--- src/rtl/fft_frame_driver.sv ---
// Ping-pong sample buffer that streams 8-sample frames into the FFT tile
// and returns the tile's packed magnitude word on a valid/ready port.
module fft_frame_driver #(
  parameter int N_SAMPLES   = 8,
  parameter int FRAME_LEN   = 16,
  parameter int RESULT_SLOT = 12,
  parameter int SAMPLE_W    = 8,
  parameter int SPEC_W      = 16
) (
  input  logic                clk,
  input  logic                rst_n,
  input  logic                s_valid,
  output logic                s_ready,
  input  logic [SAMPLE_W-1:0] s_data,
  output logic                tile_rst_n,
  output logic                tile_ena,
  output logic [SAMPLE_W-1:0] tile_ui,
  input  logic [SPEC_W-1:0]   tile_spec,
  output logic                m_valid,
  input  logic                m_ready,
  output logic [SPEC_W-1:0]   m_spec,
  output logic                overrun,
  output logic                busy
);

  localparam int SW = $clog2(FRAME_LEN);
  localparam int FW = $clog2(N_SAMPLES + 1);
  localparam int AW = $clog2(N_SAMPLES);

  typedef enum logic [1:0] {
    INIT,
    IDLE,
    STREAM
  } state_t;

  state_t            state, state_nx;
  logic [SW-1:0]     slot, slot_nx;
  logic              wr_bank, rd_bank;
  logic [FW-1:0]     fill [2];
  logic [SAMPLE_W-1:0] mem [2][N_SAMPLES];

  logic s_fire;
  logic streaming;
  logic last_slot;
  logic cap;
  logic [AW-1:0] wr_idx;
  logic [AW-1:0] rd_idx;

  assign streaming  = (state == STREAM);
  assign last_slot  = streaming && (slot == SW'(FRAME_LEN - 1));
  assign cap        = streaming && (slot == SW'(RESULT_SLOT));
  assign s_ready    = (state != INIT) && (fill[wr_bank] < FW'(N_SAMPLES));
  assign s_fire     = s_valid && s_ready;
  assign wr_idx     = fill[wr_bank][AW-1:0];
  assign rd_idx     = slot[AW-1:0];

  assign tile_ena   = streaming;
  assign busy       = streaming;
  // rst_n gates the tile reset combinationally so it drops in the same cycle
  assign tile_rst_n = rst_n && (state != INIT);
  assign tile_ui    = (streaming && slot < SW'(N_SAMPLES))
                    ? mem[rd_bank][rd_idx] : '0;

  always_comb begin
    state_nx = state;
    slot_nx  = slot;
    unique case (state)
      INIT: begin
        state_nx = IDLE;
        slot_nx  = '0;
      end
      IDLE: begin
        slot_nx = '0;
        if (fill[rd_bank] == FW'(N_SAMPLES))
          state_nx = STREAM;
      end
      STREAM: begin
        slot_nx = slot + SW'(1);
        if (last_slot) begin
          slot_nx = '0;
          if (fill[~rd_bank] != FW'(N_SAMPLES))
            state_nx = IDLE;
        end
      end
      default: begin
        state_nx = INIT;
        slot_nx  = '0;
      end
    endcase
  end

  always_ff @(posedge clk) begin
    if (!rst_n) begin
      state   <= INIT;
      slot    <= '0;
      wr_bank <= 1'b0;
      rd_bank <= 1'b0;
      fill[0] <= '0;
      fill[1] <= '0;
    end else begin
      state <= state_nx;
      slot  <= slot_nx;
      if (s_fire) begin
        fill[wr_bank] <= fill[wr_bank] + FW'(1);
        if (fill[wr_bank] == FW'(N_SAMPLES - 1))
          wr_bank <= ~wr_bank;
      end
      if (last_slot) begin
        fill[rd_bank] <= '0;
        rd_bank       <= ~rd_bank;
      end
    end
  end

  always_ff @(posedge clk) begin
    if (s_fire)
      mem[wr_bank][wr_idx] <= s_data;
  end

  always_ff @(posedge clk) begin
    if (!rst_n) begin
      m_valid <= 1'b0;
      m_spec  <= '0;
      overrun <= 1'b0;
    end else begin
      overrun <= 1'b0;
      if (cap) begin
        m_spec  <= tile_spec;
        m_valid <= 1'b1;
        overrun <= m_valid && !m_ready;
      end else if (m_valid && m_ready) begin
        m_valid <= 1'b0;
      end
    end
  end

endmodule

--- config.mk ---
export PLATFORM = sky130hd
export DESIGN_NAME = fft_frame_driver
export DESIGN_NICKNAME = d
export VERILOG_FILES = /design/src/rtl/fft_frame_driver.sv
export SDC_FILE = /design/constraint.sdc
export NUM_CORES = 1
export LEC_CHECK = 0
export ABC_AREA = 1
export CORE_UTILIZATION = 43
export CTS_CLUSTER_DIAMETER = 120
export DETAILED_ROUTE_END_ITERATION = 6
export DONT_BUFFER_PORTS = 1
export GPL_TIMING_DRIVEN = 0
export SLEW_MARGIN = 20
export SYNTH_ARGS = -nofsm -noshare
export SYNTH_HDL_FRONTEND = slang
export SYNTH_SLANG_ARGS = --single-unit
--- constraint.sdc ---
create_clock -name clk -period 1.97 [get_ports clk]
set_input_delay 0.394 -clock clk [delete_from_list [all_inputs] [get_ports clk]]
set_output_delay 0.394 -clock clk [all_outputs]
set_load 0.02 [all_outputs]
==> results.cfg <==
[detailed_routing]
drtIter0Drc = 426
vias = 5075
met1_length_um = 7910
drtAntennaViolNets = 0
wl_per_cell_um = 19.5
drc = 0
drt-total-wl_um = 18500
first_pass_iters = 5
met2RoutedLength_um = 8990
vias_per_cell = 5.35
dr_wl_met3_um = 1280
top_layer = met4

[final_layout]
syn_to_final_growth_pct = 24.9
final_cells = 948
finish.utilization_pct = 55.6
final_nets = 755
drive_above_1_share_pct = 21.6
antenna_cells = 0

[sta]
whs_ns = 0.0621
finClkSkew_ns = 0.00610
hold_viol = 0
fmax_mhz = 453
setup_slack_ns = -0.238
tightest_slew_ns = 1.02
rsz0062_at_grt = true
relSlewSlack_pct = 32.0
slew_viol_final = 0
period_share_pct = 112
setup_violations = 8
tns_ns = -1.73
min_period_ns = 2.21

[clock_network]
cts_tree = done
cts.sinks = 164
cts_made_buffers = 17
cts_buffer_depth = 2
htreeDepth = 4
root_buffer = clkbuf_16
insertion_delay_ns = 0.43
clk_pin_slew_ns = 0.06

[yosys]
postSynthNetCount = 720
syn_area_sq_um = 6870
ys_seq_area_share_pct = 66.4
synth-warning-count = 0
syn_inst = 689
avgSynthCellArea_sq_um = 9.98
yosys.area.top_type = edfxtp_1
synth_area_leaders = edfxtp_1, dfxtp_1, nand2_1, nor2_1, nand3_1
synth-seq-cells = 164
yosys.cell_types.count = 25
synth_top_area_share_pct = 55.9

[power]
peakVddDrop_uv = 609
p_int_w = 0.00585
power_switching_w = 0.00178
p_clk_share_pct = 40.7
netSwitchingFraction_pct = 23.4
p_leak_nw = 3.19
seq_power_share_pct = 49.9
combPwrFrac_pct = 9.3
powerDensity_nw_per_um2 = 889

[place]
io_buffers = 0
dp_hpwl_um = 12200
post-place-cells = 902
place_congestion = 0.862

[grt]
grt_max_degree = 17
grtUsageTotal_pct = 23.2
grt_pass1_wl_um = 27700
grt_pass1_vias = 4940
grt_overflow = 0
antenna_found_initial = 0

[critical_path]
crit_family = simple AND/OR/NAND/NOR gates
path_common_cell = nand2_1
worstPathArrival_ns = 1.81
crit_fanout = 10
crit_chain = buf_12, buf_6, nand2_1, nand2_1, nand2_1, nand3_1, nand3_2, a21oi_4
critical_path_class = flop to output pin
cpMaxStageDelayCell = dfxtp_4
required_ns = 1.58
worst_setup_path_end_kind = output pin
cp_slowest_stage_delay_ns = 0.38
crit_buf_inv = 2
startpoint_type = flop

[floorplan]
ios = 58
die-area_sq_um = 16500
dieWidth_um = 128
coreArea_sq_um = 15400
initial_core_util_pct = 44.5
fp.dieH_um = 128
row_count = 45

[run_status]
violations = setup timing
status = complete, but fails checks

[run]
cap_violations = 0

[min_path]
hold_path.class = input port to flop
[Yosys cell counts]
library cell / count
dfxtp_1: 36
buf_6: 3
nor2_1: 128
or2_2: 1
buf_2: 13
nand2_2: 2
edfxtp_1: 128
ha_1: 3
nand3_1: 75
buf_4: 7
clkbuf_1: 9
or2_0: 1
o21ai_1: 19
xor2_1: 2
nand3b_1: 1
buf_1: 2
a21oi_1: 21
nor2_2: 6
nor3_1: 2
o21ai_0: 31
nand2_1: 152
nand4_1: 8
nor4_1: 1
inv_1: 30
inv_2: 8
[metal layers]
layer  GRT usage (%)  vias to the layer above
met3            6.24                       23
met5               0                        -
li1                -                     2399
met2            39.1                      197
met1            29.5                     2456
met4            6.44                        0
[state kept, by name, indices dropped and copies added, names as in the netlist, named ones only]
register / count
wr_bank: 1
m_spec: 16
slot: 4
state: 2
rd_bank: 1
overrun: 1
fill: 8
m_valid: 1
mem: 128
[placed cells by master, fill, tap and decap left out, types with 13 or more instances in the layout]
cell type	instances
inv_1	30
a21oi_1	13
clkbuf_16	21
nor2_4	17
o21ai_1	20
nor2_1	110
o21ai_0	26
nand3_2	30
dfxtp_1	34
nand2_1	148
edfxtp_1	128
nand3_1	41
[through the flow]
stage | total power [W] | area (sq um) | setup WS [ns]
after floorplan | 0.00426 | 6870 | 0.106
after global placement | 0.00440 | 7140 | -0.689
after detailed placement | 0.00442 | 7160 | -0.491
after CTS | 0.00762 | 8240 | -0.222
after global routing | 0.00786 | 8580 | -0.287
final | 0.00763 | 8580 | -0.238
[area by class of cell]
class                           instances  area, sq um
Tap cell                              211          264
Sequential cell                       164         4570
Clock buffer                           19          433
Multi-Input combinational cell        453         2430
Fill cell                            1338         6840
Clock inverter                         13          116
Inverter                               38          155
Timing Repair Buffer                   17          305
Buffer                                 33          310
[cells by family after synthesis]
group           synth area share [%]
buf+inv                         4.88
fa+ha+maj                      0.546
compound gates                  5.17
simple gates                    22.7
xor+xnor                       0.255
flops                           66.4
[power groups by stage]
stage,clock [W],combinational (W),sequential [W]
after floorplan,0,0.000385,0.00388
after global placement,0,0.000518,0.00388
after detailed placement,0,0.000534,0.00388
after CTS,0.00314,0.000670,0.00381
after global routing,0.00328,0.000766,0.00381
final,0.00311,0.000713,0.00381
[timing repair]
item                                    CTS  global route
hold endpoints to repair                  0             0
cloned                                    2             4
buffers inserted                          5             4
gates resized for setup                 113            42
pin swaps                                23            18
endpoints found under the setup margin  138           132
hold buffers                              0             0
[path summary, 6_finish.rpt]
| kind | startpoint | cells after the start | endpoint | slack, ns |
|---|---|---|---|---|
| max | flop | 8 | tile_ui[0] | -0.24 |
| min | s_data[7] | 0 | mem[0][63]$_DFFE_PP_ | 0.06 |
| max reg2reg | wr_bank$_SDFFE_PN0P_ | 3 | mem[0][57]$_DFFE_PP_ | 0.10 |
| min reg2reg | fill[1][0]$_SDFFE_PP0P_ | 2 | fill[1][0]$_SDFFE_PP0P_ | 0.50 |
Power figures use the tool's default switching activity.
